==> src/rtl/ft245_device_emulator.sv <==
// FT245 chip-side model: answers an FPGA FT245 controller over rd_n/wr_n strobes and
// bridges the bytes to host-side valid/ready streams through two small FIFOs.
module ft245_device_emulator #(
  parameter int RX_DEPTH             = 16,
  parameter int TX_DEPTH             = 16,
  parameter int RXF_PRECHARGE_CYCLES = 3,
  parameter int TXE_PRECHARGE_CYCLES = 3
) (
  input  logic                      clk,
  input  logic                      rst,
  input  logic                      rd_n,
  output logic                      rxf_n,
  output logic [7:0]                data_out,
  output logic                      data_oe,
  input  logic                      wr_n,
  output logic                      txe_n,
  input  logic [7:0]                data_in,
  input  logic [7:0]                host_tx_data,
  input  logic                      host_tx_valid,
  output logic                      host_tx_ready,
  output logic [7:0]                host_rx_data,
  output logic                      host_rx_valid,
  input  logic                      host_rx_ready,
  output logic [$clog2(RX_DEPTH):0] rx_count,
  output logic [$clog2(TX_DEPTH):0] tx_count,
  output logic                      protocol_err
);
  localparam int RAW = $clog2(RX_DEPTH);
  localparam int TAW = $clog2(TX_DEPTH);
  localparam int RCW = $clog2(RXF_PRECHARGE_CYCLES + 1);
  localparam int WCW = $clog2(TXE_PRECHARGE_CYCLES + 1);
  localparam logic [RAW:0]   RX_FULL = (RAW+1)'(RX_DEPTH);
  localparam logic [RAW:0]   RX_ONE  = (RAW+1)'(1);
  localparam logic [TAW:0]   TX_FULL = (TAW+1)'(TX_DEPTH);
  localparam logic [RCW-1:0] RC_LOAD = RCW'(RXF_PRECHARGE_CYCLES - 1);
  localparam logic [WCW-1:0] WC_LOAD = WCW'(TXE_PRECHARGE_CYCLES - 1);

  typedef enum logic [1:0] {R_IDLE, R_ACTIVE, R_PRECHG} rd_state_t;
  typedef enum logic [1:0] {W_IDLE, W_ACTIVE, W_PRECHG} wr_state_t;

  // ---------------- strobe synchronizers ([0] meta, [1] sync, [2] edge ref)
  logic [2:0] rd_sync, wr_sync, arm;
  logic       rd_fall, rd_rise, wr_fall, wr_rise;

  always_ff @(posedge clk) begin
    if (rst) begin
      rd_sync <= 3'b111;
      wr_sync <= 3'b111;
      arm     <= 3'b000;
    end else begin
      rd_sync <= {rd_sync[1:0], rd_n};
      wr_sync <= {wr_sync[1:0], wr_n};
      arm     <= {arm[1:0], 1'b1};
    end
  end

  // A strobe held low across reset must not look like a fresh edge once the
  // forced-high synchronizers refill, so edges are ignored until they settle.
  assign rd_fall = arm[2] &  rd_sync[2] & ~rd_sync[1];
  assign rd_rise = arm[2] & ~rd_sync[2] &  rd_sync[1];
  assign wr_fall = arm[2] &  wr_sync[2] & ~wr_sync[1];
  assign wr_rise = arm[2] & ~wr_sync[2] &  wr_sync[1];

  assign data_oe = ~rd_n & ~rst;

  // ---------------- RX FIFO (host -> controller)
  logic [7:0]     rx_mem [RX_DEPTH];
  logic [RAW-1:0] rx_wp, rx_rp, rx_rp_inc;
  logic [RAW:0]   rx_count_nxt;
  logic           rx_push, rx_pop;
  logic [7:0]     rx_head, rx_next;

  assign rx_push   = host_tx_valid & host_tx_ready;
  assign rx_rp_inc = rx_rp + 1'b1;
  assign rx_head   = rx_mem[rx_rp];
  assign rx_next   = rx_mem[rx_rp_inc];

  always_comb begin
    rx_count_nxt = rx_count;
    if (rx_push && !rx_pop)      rx_count_nxt = rx_count + 1'b1;
    else if (!rx_push && rx_pop) rx_count_nxt = rx_count - 1'b1;
  end

  always_ff @(posedge clk) begin
    if (rst) begin
      rx_wp         <= '0;
      rx_rp         <= '0;
      rx_count      <= '0;
      host_tx_ready <= 1'b0;
    end else begin
      if (rx_push) rx_wp <= rx_wp + 1'b1;
      if (rx_pop)  rx_rp <= rx_rp_inc;
      rx_count      <= rx_count_nxt;
      host_tx_ready <= (rx_count_nxt != RX_FULL);
    end
  end

  always_ff @(posedge clk) begin
    if (rx_push) rx_mem[rx_wp] <= host_tx_data;
  end

  // ---------------- read FSM
  rd_state_t      r_state, r_nxt;
  logic [RCW-1:0] rcnt, rcnt_nxt;
  logic           rd_ok, rd_ok_nxt, rxf_n_nxt, rd_err;
  logic [7:0]     data_out_nxt;

  always_comb begin
    r_nxt        = r_state;
    rcnt_nxt     = rcnt;
    rd_ok_nxt    = rd_ok;
    rxf_n_nxt    = 1'b1;
    data_out_nxt = data_out;
    rx_pop       = 1'b0;
    rd_err       = 1'b0;
    unique case (r_state)
      R_IDLE: begin
        rxf_n_nxt = (rx_count == '0);
        if (rx_count != '0) data_out_nxt = rx_head;
        if (rd_fall) begin
          r_nxt     = R_ACTIVE;
          rxf_n_nxt = 1'b1;
          rd_ok_nxt = (rx_count != '0);
          rd_err    = (rx_count == '0);
        end
      end
      R_ACTIVE: begin
        if (rd_rise) begin
          r_nxt    = R_PRECHG;
          rcnt_nxt = RC_LOAD;
          rx_pop   = rd_ok;
          if (rd_ok && rx_count != RX_ONE) data_out_nxt = rx_next;
        end
      end
      R_PRECHG: begin
        if (rcnt == '0) r_nxt = R_IDLE;
        else            rcnt_nxt = rcnt - 1'b1;
      end
      default: r_nxt = R_IDLE;
    endcase
  end

  always_ff @(posedge clk) begin
    if (rst) begin
      r_state  <= R_IDLE;
      rcnt     <= '0;
      rd_ok    <= 1'b0;
      rxf_n    <= 1'b1;
      data_out <= '0;
    end else begin
      r_state  <= r_nxt;
      rcnt     <= rcnt_nxt;
      rd_ok    <= rd_ok_nxt;
      rxf_n    <= rxf_n_nxt;
      data_out <= data_out_nxt;
    end
  end

  // ---------------- TX FIFO (controller -> host), first-word fall-through
  logic [7:0]     tx_mem [TX_DEPTH];
  logic [TAW-1:0] tx_wp, tx_rp;
  logic           tx_push, tx_pop, tx_room;

  assign host_rx_valid = (tx_count != '0);
  assign host_rx_data  = tx_mem[tx_rp];
  assign tx_pop        = host_rx_valid & host_rx_ready;
  assign tx_room       = (tx_count != TX_FULL) | tx_pop;

  always_ff @(posedge clk) begin
    if (rst) begin
      tx_wp    <= '0;
      tx_rp    <= '0;
      tx_count <= '0;
    end else begin
      if (tx_push) tx_wp <= tx_wp + 1'b1;
      if (tx_pop)  tx_rp <= tx_rp + 1'b1;
      if (tx_push && !tx_pop)      tx_count <= tx_count + 1'b1;
      else if (!tx_push && tx_pop) tx_count <= tx_count - 1'b1;
    end
  end

  always_ff @(posedge clk) begin
    if (tx_push) tx_mem[tx_wp] <= data_in;
  end

  // ---------------- write FSM; data_in is captured when the falling edge is seen
  wr_state_t      w_state, w_nxt;
  logic [WCW-1:0] wcnt, wcnt_nxt;
  logic           txe_n_nxt, wr_err;

  always_comb begin
    w_nxt     = w_state;
    wcnt_nxt  = wcnt;
    txe_n_nxt = 1'b1;
    tx_push   = 1'b0;
    wr_err    = 1'b0;
    unique case (w_state)
      W_IDLE: begin
        txe_n_nxt = (tx_count == TX_FULL);
        if (wr_fall) begin
          w_nxt     = W_ACTIVE;
          txe_n_nxt = 1'b1;
          tx_push   = tx_room;
          wr_err    = ~tx_room;
        end
      end
      W_ACTIVE: begin
        if (wr_rise) begin
          w_nxt    = W_PRECHG;
          wcnt_nxt = WC_LOAD;
        end
      end
      W_PRECHG: begin
        if (wcnt == '0) w_nxt = W_IDLE;
        else            wcnt_nxt = wcnt - 1'b1;
      end
      default: w_nxt = W_IDLE;
    endcase
  end

  always_ff @(posedge clk) begin
    if (rst) begin
      w_state      <= W_IDLE;
      wcnt         <= '0;
      txe_n        <= 1'b1;
      protocol_err <= 1'b0;
    end else begin
      w_state      <= w_nxt;
      wcnt         <= wcnt_nxt;
      txe_n        <= txe_n_nxt;
      protocol_err <= protocol_err | rd_err | wr_err;
    end
  end

endmodule

==> config.mk <==
export PLATFORM = sky130hd
export DESIGN_NAME = ft245_device_emulator
export DESIGN_NICKNAME = d
export VERILOG_FILES = /design/src/rtl/ft245_device_emulator.sv
export SDC_FILE = /design/constraint.sdc
export NUM_CORES = 1
export LEC_CHECK = 0
export CAP_MARGIN = 30
export CORE_ASPECT_RATIO = 0.9
export CORE_MARGIN = 3
export CORE_UTILIZATION = 50
export DETAILED_ROUTE_END_ITERATION = 10
export HOLD_SLACK_MARGIN = 0.06
export PLACE_DENSITY = 0.8
export REMOVE_ABC_BUFFERS = 1
export SLEW_MARGIN = 20
export SYNTH_ARGS = -nofsm -noshare
export SYNTH_HDL_FRONTEND = slang
export SYNTH_SLANG_ARGS = --single-unit
==> constraint.sdc <==
create_clock -name clk -period 3.04 [get_ports clk]
set_input_delay 0.304 -clock clk [delete_from_list [all_inputs] [get_ports clk]]
set_output_delay 0.304 -clock clk [all_outputs]
set_load 0.03 [all_outputs]
==> results of run 1 <==
[power by group]
part           total, mW  switching, mW  internal, mW
Combinational       1.45          0.763         0.684
Clock               3.57           1.54          2.03
Sequential          4.89         0.0761          4.81
[cell usage in the layout (no fill, tap or decap), types with 4 or more instances in the layout]
cell,n
dlygate4sd2_1,8
nor2_1,63
nand3_1,14
nor2b_1,7
ha_1,21
nand2b_1,7
a21oi_1,23
a32o_1,8
mux2i_1,27
clkinv_2,4
clkbuf_16,31
or2_2,6
a221o_1,6
xor2_1,13
xnor2_1,10
inv_1,22
dfxtp_1,61
and2_1,14
mux2_2,16
o22ai_1,6
clkdlybuf4s50_1,44
a211oi_1,10
nand2_1,44
mux4_2,88
o21ai_0,4
nor3_1,13
clkbuf_1,7
a31oi_1,11
nor4_2,5
buf_4,50
clkinv_1,10
edfxtp_1,256
nand4_1,5
[flip-flops by register name, indices dropped and copies added (netlist names), 2 cells and up, named ones only]
signal / flops
wr_sync: 3
data_out: 8
wcnt: 2
w_state: 2
rx_wp: 4
rx_mem: 128
tx_count: 5
rx_count: 5
tx_rp: 4
tx_mem: 128
r_state: 2
rcnt: 2
tx_wp: 4
rx_rp: 4
arm: 3
rd_sync: 3
[cells by family after synthesis]
group                      Yosys count
xor gates and xnor gates            24
DFF                                320
buffers and inverters               70
muxes                              131
adders and majority gates           22
and+or+nand+nor                    192
AOI/OAI and AO/OA                   82
[layout make-up]
| cell class | count | area [um^2] |
|---|---|---|
| Clock buffer | 38 | 802 |
| Clock inverter | 18 | 134 |
| Fill cell | 1902 | 10700 |
| Inverter | 23 | 86.3 |
| Multi-Input combinational cell | 451 | 4470 |
| Sequential cell | 320 | 8970 |
| Tap cell | 348 | 435 |
| Timing Repair Buffer | 106 | 951 |
[worst max-delay path: cells and delay by family (launching register included)]
family,cells,cell delay (ns)
DFF,1,0.35
buffers and inverters,2,0.61
muxes,2,1.07
[path summary, 6_finish.rpt]
| path | slack, ns | startpoint | end | cells past startpoint |
|---|---|---|---|---|
| setup reg to reg | 0.27 | arm[2]$_SDFF_PP0_ | tx_count[4]$_SDFFE_PP0P_ | 13 |
| hold / removal | 0.08 | rst | rx_wp[0]$_SDFFE_PP0P_ | 2 |
| hold reg to reg | 0.41 | rd_sync[0]$_SDFF_PP1_ | rd_sync[1]$_SDFF_PP1_ | 1 |
| setup / recovery | 0.16 | flop | host_rx_data[3] | 4 |
[per-stage QoR]
stage	std cells	instance area, um^2
6_report	1304	15800
5_1_grt	1304	15800
4_1_cts	1304	15800
3_5_place_dp	1248	14900
3_3_place_gp	1248	14900
2_1_floorplan	794	13500
[metal layers]
metal / global-route usage, % / up-vias / share of wire (%)
met5: 0 / - / 0
met4: 5.44 / 0 / 2.5
met3: 3.45 / 66 / 7.1
met2: 33.2 / 349 / 49
met1: 27.8 / 3970 / 42
li1: - / 3484 / -
==> metrics.csv, run 1 <==
stage;metric;value;unit
clock_network;clk sink count;320;
floorplan;Die Y;163;um
clock_network;CTS max path bufs;3;
place;DP Worst Slack;0.193;ns
floorplan;Initial Utilization;51.6;%
global_routing;pin count of the biggest net entering global routing;42;
global_routing;first-pass GRT wire length;46000;um
sta;max_slew headroom;40.3;%
sta;Max Fclk;347;MHz
place;hpwl dp;18300;um
sta;final worst path period share;94.9;%
clock_network;post-CTS setup buffer count;0;
synthesis;top post-synthesis cells by area;edfxtp_1, mux4_2, dfxtp_1, mux2i_1, ha_1;
synthesis;Post-Synth XOR/XNOR Area;1.59;%
synthesis;cell with the most instances after synthesis;edfxtp_1;
synthesis;compound-gate portion of the synthesized area;4.14;%
synthesis;sequential-to-total area share from yosys stat;65.4;%
sta;setup skew after layout;0.0187;ns
critical_path;Setup crit end kind;primary output;
clock_network;Reg clk slew, reported paths;0.07;ns
power_and_ir_drop;Pleak;5.07;nW
synthesis;largest family of logic cells by synthesized area;multiplexers;
cells_and_area;final net count;977;
cells_and_area;Util after Layout;59.7;%
sta;worst-margin pin slew;0.895;ns
cells_and_area;area grow syn2layout;15.6;%
critical_path;slowest cell on the critical path;mux4_2;
power_and_ir_drop;PD cells;625;nW/um^2
synthesis;Cell Area, Synth;13700;um^2
routing;DRC violations left;0;
global_routing;initial antenna violation count;0;
sta;RSZ-0062 raised after global routing;false;
routing;vias post-DR;7869;
synthesis;Cell variety after synth;53;
floorplan;Ports;54;
routing;drt total wl;29600;um
sta;final worst setup slack;0.155;ns
global_routing;vias in the first global route;8099;
worst_hold_path;Min-Delay Path Class;in2reg;
routing;initial drt markers;808;
clock_network;H-tree levels;1;
run;Max-Cap Viols;0;
synthesis;Post-synth top cells;edfxtp_1, mux4_2, dfxtp_1, nor2_1, nand2_1;
sta;fin crit period;2.88;ns
floorplan;Site Rows;56;
power_and_ir_drop;Max VDD drop;0.456;mV
global_routing;total track usage;20.0;%
floorplan;chip width;181;um
clock_network;Clk Latency, worst-skew pair;0.55;ns
global_routing;total gr overflow;0;
synthesis;synth warn;0;
synthesis;Adder-Cell Fraction of Synth Area;2.06;%
synthesis;Main synth FF type;edfxtp_1;
sta;worst hold margin;0.0762;ns
clock_network;total CTS buffers;31;
clock_network;cts repair resizes;8;
synthesis;syn avg cell area;16.3;um^2
routing;post-detailed-route count of antenna-violating nets;0;
critical_path;peak fanout along the critical path;26;
synthesis;Yosys top cell area share;56.1;%
routing;drt first pass iters;5;
synthesis;post-synthesis register bit count;320;
critical_path;slowest stage delay, CP;0.55;ns
synthesis;Yosys top cell by area;edfxtp_1;
critical_path;Worst Path Arrival;2.58;ns
sta;Setup violations, final;0;
critical_path;CP dominant cell by count;mux4_2;
clock_network;root buffer cell;clkbuf_16;
power_and_ir_drop;Tot Pwr;9.91;mW
sta;TNS Setup;0;ns
synthesis;asr flop ratio synth;0;%
synthesis;Post-synth EDFFs;256;
sta;fin. max-slew vios;0;
floorplan;die area;29500;um^2
critical_path;CP required;2.74;ns
routing;vias per cell;6.03;
clock_network;TritonCTS clock tree;built;
routing;WL/cell;22.7;um
floorplan;core footprint;26600;um^2
synthesis;Cells after Synth;841;
critical_path;CP Class;reg2out;
sta;Hold Vio Cnt, Final;0;
place;port bufs;53;
critical_path;CP Launch Type;flop;
cells_and_area;n_diodes;0;
status;status;finished clean;
synthesis;post-synthesis mux area share;17.7;%
clock_network;cts hold-fix bufs;0;
place;Placer Congestion;0.814;
synthesis;post-synthesis simple-gate area fraction;6.82;%
cells_and_area;share of cells above drive strength 1;22.6;%
critical_path;worst path cell trace;buf_12 -> mux4_2 -> mux4_2 -> dlygate4sd2_1;
(Power assumes the default switching activity.)
==> inputs of run 2 (changes only) <==
--- a/config.mk
+++ b/config.mk
@@ -11,7 +11,7 @@
 export CORE_UTILIZATION = 50
 export DETAILED_ROUTE_END_ITERATION = 10
 export HOLD_SLACK_MARGIN = 0.06
-export PLACE_DENSITY = 0.8
+export PLACE_DENSITY = 0.78
 export REMOVE_ABC_BUFFERS = 1
 export SLEW_MARGIN = 20
 export SYNTH_ARGS = -nofsm -noshare
==> constraint.sdc (replaced) <==
create_clock -name clk -period 3.6 [get_ports clk]
set_input_delay 0.36 -clock clk [delete_from_list [all_inputs] [get_ports clk]]
set_output_delay 0.36 -clock clk [all_outputs]
set_load 0.03 [all_outputs]
==> run 2 against run 1 <==
Compared with the run above: final area is 0.45% lower; largest power group unchanged; setup slack better by 0.086 ns; highest routed layer unchanged; cell count is 1.4% lower; critical path depth stayed put; worst hold slack better by 0.064 ns.
==> metrics.csv, run 2 (synthesis gave the netlist of run 1 again) <==
stage;metric;value;unit
sta;worst-margin pin slew;0.929;ns
cells_and_area;final net count;957;
power_and_ir_drop;total internal power;6.53;mW
clock_network;post-CTS setup buffer count;0;
critical_path;Buffers & Inverters on Critical Path;2;
floorplan;Initial Utilization;51.6;%
place;placed cells;1228;
floorplan;core footprint;26600;um^2
critical_path;Worst Reg-to-Reg Cells;13;
critical_path;number of cells on the critical path;4;
power_and_ir_drop;Sequential Power Share;48.7;%
clock_network;CTS max path bufs;3;
floorplan;Site Rows;56;
sta;RSZ-0062 raised after global routing;false;
routing;drt total wl;29000;um
critical_path;slowest stage delay, CP;0.61;ns
clock_network;Reg clk slew, reported paths;0.06;ns
cells_and_area;Util after Layout;59.4;%
routing;vias post-DR;7772;
sta;max_slew headroom;37.8;%
floorplan;chip width;181;um
floorplan;die area;29500;um^2
clock_network;H-tree levels;1;
sta;fin crit period;3.36;ns
global_routing;initial antenna violation count;0;
sta;setup skew after layout;0.0126;ns
critical_path;CP Capture Point;host_rx_data[4];
clock_network;root buffer cell;clkbuf_16;
critical_path;worst path cell trace;buf_4 -> mux4_2 -> mux4_2 -> clkdlybuf4s50_1;
cells_and_area;n_diodes;0;
critical_path;CP required;3.24;ns
sta;fin. max-slew vios;0;
power_and_ir_drop;Max VDD drop;0.347;mV
global_routing;vias in the first global route;8000;
clock_network;total CTS buffers;31;
place;hpwl dp;18300;um
routing;drt first pass iters;5;
cells_and_area;Regs by FF count;rx_mem: 128 flops, tx_mem: 128 flops, data_out: 8 flops;
place;port bufs;53;
critical_path;Crit path max-delay family;multiplexers;
routing;vias per cell;6.04;
critical_path;CP Launch Type;flop;
power_and_ir_drop;Net Sw Frac;23.7;%
clock_network;TritonCTS clock tree;built;
place;DP Worst Slack;0.590;ns
global_routing;total track usage;19.6;%
critical_path;CP dominant cell by count;mux4_2;
critical_path;peak fanout along the critical path;14;
routing;WL/cell;22.6;um
critical_path;CP Class;reg2out;
cells_and_area;fillers;1915;
power_and_ir_drop;Pleak;4.99;nW
power_and_ir_drop;clock power share;37.8;%
sta;final worst path period share;93.3;%
cells_and_area;Multi-input gate area;4460;um^2
critical_path;slowest cell on the critical path;clkdlybuf4s50_1;
clock_network;clk sink count;320;
worst_hold_path;Min-Delay Path Class;in2reg;
status;status;finished clean;
global_routing;total gr overflow;0;
cells_and_area;share of cells above drive strength 1;21.5;%
cells_and_area;most frequent cells in the layout;edfxtp_1, mux4_2, nor2_1, dfxtp_1, clkdlybuf4s50_1;
critical_path;Reg-to-Reg Start;tx_count[0]$_SDFFE_PP0P_;
sta;TNS Setup;0;ns
global_routing;first-pass GRT wire length;45100;um
place;Placer Congestion;0.818;
floorplan;Die Y;163;um
run;Max-Cap Viols;0;
cells_and_area;Non-Filler Instances;1286;
cells_and_area;area grow syn2layout;15.1;%
clock_network;Clk Latency, worst-skew pair;0.55;ns
critical_path;Setup crit end kind;primary output;
routing;post-detailed-route count of antenna-violating nets;0;
global_routing;pin count of the biggest net entering global routing;41;
power_and_ir_drop;Sw Pwr;2.02;mW
power_and_ir_drop;PD cells;542;nW/um^2
critical_path;worst reg2reg endpoint;tx_count[4]$_SDFFE_PP0P_;
critical_path;R2R Setup Slk;0.61;ns
critical_path;Worst Path Arrival;3.00;ns
sta;Max Fclk;298;MHz
power_and_ir_drop;combinational power share;13.5;%
cells_and_area;Reg area;8970;um^2
cells_and_area;commonest non-fill, non-tap cell in the layout;edfxtp_1;
routing;DRC violations left;0;
sta;Setup violations, final;0;
sta;Hold Vio Cnt, Final;0;
routing;initial drt markers;777;
floorplan;Ports;54;
sta;final worst setup slack;0.241;ns
==> run 2: cell type report <==
cell class	instances	share of cell area, %
multi-input cells	451	28.3
flip-flops and latches	320	56.9
clock buffers	48	5.84
inverters	23	0.547
repair buffers	86	4.98
well taps	348	2.76
clock inverters	10	0.706
==> run 2: how the worst min path moves through the flow <==
stage / startpoint / to / slack (ns) / depth (start not counted)
2_1_floorplan: rd_sync[0]$_SDFF_PP1_ / rd_sync[1]$_SDFF_PP1_ / 0.39 / 1
3_3_place_gp: rd_sync[0]$_SDFF_PP1_ / rd_sync[1]$_SDFF_PP1_ / 0.40 / 1
3_5_place_dp: wr_sync[0]$_SDFF_PP1_ / wr_sync[1]$_SDFF_PP1_ / 0.40 / 1
4_1_cts: rst / flop / 0.12 / 2
5_1_grt: rst / flop / 0.14 / 2
6_report: rst / rx_count[0]$_SDFF_PP0_ / 0.14 / 2
==> run 2: power by group through the flow <==
stage / clock (mW) / combinational, mW / sequential, mW
2_1_floorplan: 0 / 0.642 / 4.36
3_3_place_gp: 0 / 1.14 / 4.24
3_5_place_dp: 0 / 1.16 / 4.25
4_1_cts: 3.29 / 1.16 / 4.17
5_1_grt: 3.44 / 1.25 / 4.18
6_report: 3.24 / 1.15 / 4.17
==> run 2: metal layers <==
layer | track usage [%] | part of all wire (%) | up-vias
li1 | - | - | 3442
met4 | 6.42 | 2.5 | 0
met5 | 0 | 0 | -
met2 | 32.1 | 48 | 360
met1 | 27.5 | 43 | 3903
met3 | 3.14 | 7.3 | 67
==> run 2: timing repair <==
item                                    4_1_cts  5_1_grt
hold buffers                                  0        0
endpoints found under the hold margin         0        0
endpoints found under the setup margin        0        6
gates resized for setup                       0        1
==> run 2: through the flow <==
step | hold slack, ns | power [mW] | instance area [um^2]
5_1_grt | 0.139 | 8.88 | 15800
6_report | 0.140 | 8.56 | 15800
2_1_floorplan | 0.389 | 5.00 | 13500
3_3_place_gp | 0.402 | 5.38 | 14700
3_5_place_dp | 0.401 | 5.40 | 14700
4_1_cts | 0.123 | 8.62 | 15800
==> inputs of run 3 (changes only) <==
--- a/config.mk
+++ b/config.mk
@@ -10,7 +10,7 @@
 export CORE_MARGIN = 3
 export CORE_UTILIZATION = 50
 export DETAILED_ROUTE_END_ITERATION = 10
-export HOLD_SLACK_MARGIN = 0.06
+export HOLD_SLACK_MARGIN = 0.08
 export PLACE_DENSITY = 0.78
 export REMOVE_ABC_BUFFERS = 1
 export SLEW_MARGIN = 20
==> results of run 3 <==
No change in the layout: final DEF, timing and power equal those of run 2.
==> patch, RTL diff (settings of run 1) <==
Compare `tx_count` against `TX_FULL` with >= in place of ==.
--- a/src/rtl/ft245_device_emulator.sv
+++ b/src/rtl/ft245_device_emulator.sv
@@ -198,3 +198,3 @@
       W_IDLE: begin
-        txe_n_nxt = (tx_count == TX_FULL);
+        txe_n_nxt = (tx_count >= TX_FULL);
         if (wr_fall) begin
Function: same outputs for any inputs over 4 cycles, from zero or initial values and one cycle with rst high; that may be too few to reach the edited logic, so the function may still have changed.
==> patch against run 1 <==
  * Routed wire length is 0.61% lower
  * Setup slack better by 0.0074 ns
  * Design area is 0.51% lower
  * Sequential share of layout area is 0.29 points higher
  * Hold slack gained 0.24 ns
  * Sequential cell count unchanged
  * Total power increased by 0.27%
  * First-iteration DRC count fell by 9.7%
  * Count of clock-buffer cells in the layout rose by 6
  * Critical endpoint is now tx_count[4]
  * Area after synthesis up 0.12%
  * Largest power group unchanged
==> patch: results (changes against run 1) <==
metric,value,unit,change
status,"finished, final reports clean",,unchanged
Slew headroom,46.4,%,was 40.3%
GR Util met2,34.8,%,was 33.2%
P_leak,5.07,nW,about the same
CP arrival,3.35,ns,was 2.58 ns
Post-DP Area,14800,um2,"was 14,900 um2"
GRT Total Usage,20.1,%,was 20.0%
Via-to-Cell Ratio,5.99,,was 6.03
Setup Skew,0.0224,ns,was 0.0187 ns
final net count,981,,was 977
Filler cells,1924,,"was 1,902"
list of most frequent post-synthesis cells,"edfxtp_1, mux4_2, dfxtp_1, nand2_1, nor2_1",,"was edfxtp_1, mux4_2, dfxtp_1, nor2_1, nand2_1"
met3 usage,3.38,%,was 3.45%
global routing met1 resource utilization,26.4,%,was 27.8%
Routed WL,29500,um,"was 29,600 um"
RD Place Congestion,0.833,,was 0.814
CP Max Fanout,6,,was 26
largest net degree at the start of global routing,55,,was 42
Synth cell types,57,,was 53
post-synthesis cell count,852,,was 841
hpwl dp,19000,um,"was 18,300 um"
worst vdd ir,0.000416,V,was 0.000456 V
layout cells sized above 1,19.5,%,was 22.6%
number of global-route vias before repair,8014,,"was 8,099"
DR vias,7837,,"was 7,869"
HP Start,wr_n,,was rst
"Seq/Total Area, Yosys",65.3,%,was 65.4%
top post-synthesis cells by area,"edfxtp_1, mux4_2, dfxtp_1",,unchanged
-- patch: worst paths after layout --
path                      end  slack, ns  cells after the start
setup / recovery  tx_count[4]       0.16                     11
hold / removal     wr_sync[0]       0.31                      2
setup reg to reg  tx_count[4]       0.16                     11
hold reg to reg    wr_sync[1]       0.41                      1
-- patch: per-layer routing --
metal	part of all wire [%]	vias up
li1	-	3511
met1	40	3949
met2	51	325
met3	6.2	52
met4	2.4	0
met5	0	-
-- patch: final cells by class --
| class | count | area, um2 | share of cell area, % |
|---|---|---|---|
| well taps | 348 | 435 | 2.76 |
| clock inverters | 10 | 72.6 | 0.460 |
| multi-input cells | 468 | 4450 | 28.2 |
| repair buffers | 98 | 906 | 5.74 |
| flip-flops and latches | 320 | 8970 | 56.9 |
| clock buffers | 44 | 855 | 5.42 |
| inverters | 20 | 75.1 | 0.476 |
-- patch: stage by stage --
step | util [%] | hold WS [ns]
2_1_floorplan | - | 0.373
3_3_place_gp | 55.9 | 0.397
3_5_place_dp | 55.9 | 0.398
4_1_cts | 59.4 | 0.297
5_1_grt | 59.4 | 0.309
6_report | 59.4 | 0.311
-- patch: logic make-up after synthesis --
logic type	count (synthesis)	share of synthesized area, %
xor+xnor	22	1.46
buf+inv	64	2.37
mux	114	16.6
compound gates	75	3.83
simple gates	236	8.47
flops	320	65.3
fa+ha+maj	21	1.97
-- patch: power groups by stage --
stage	clock (W)	sequential [W]	combinational [W]
finish	0.00354	0.00491	0.00148
global route	0.00377	0.00493	0.00160
CTS	0.00359	0.00491	0.00148
detailed placement	0	0.00501	0.00149
global placement	0	0.00500	0.00146
floorplan	0	0.00518	0.000753
-- patch: critical path: stages (launching register included) --
cell	delay (ns)
dfxtp_2	0.35
or4_1	0.52
o21a_1	0.25
inv_2	0.10
ha_2	0.19
inv_1	0.09
fa_1	0.42
a21o_1	0.19
a21oi_2	0.14
xnor2_1	0.09
or3_1	0.31
a21oi_1	0.16
-- patch: what timing repair did --
action / in CTS / in global routing
resized for setup: 8 / 4
setup endpoints to repair: 8 / 1
hold buffers: 1 / 0
pin swaps: 0 / 0
endpoints found under the hold margin: 1 / 0
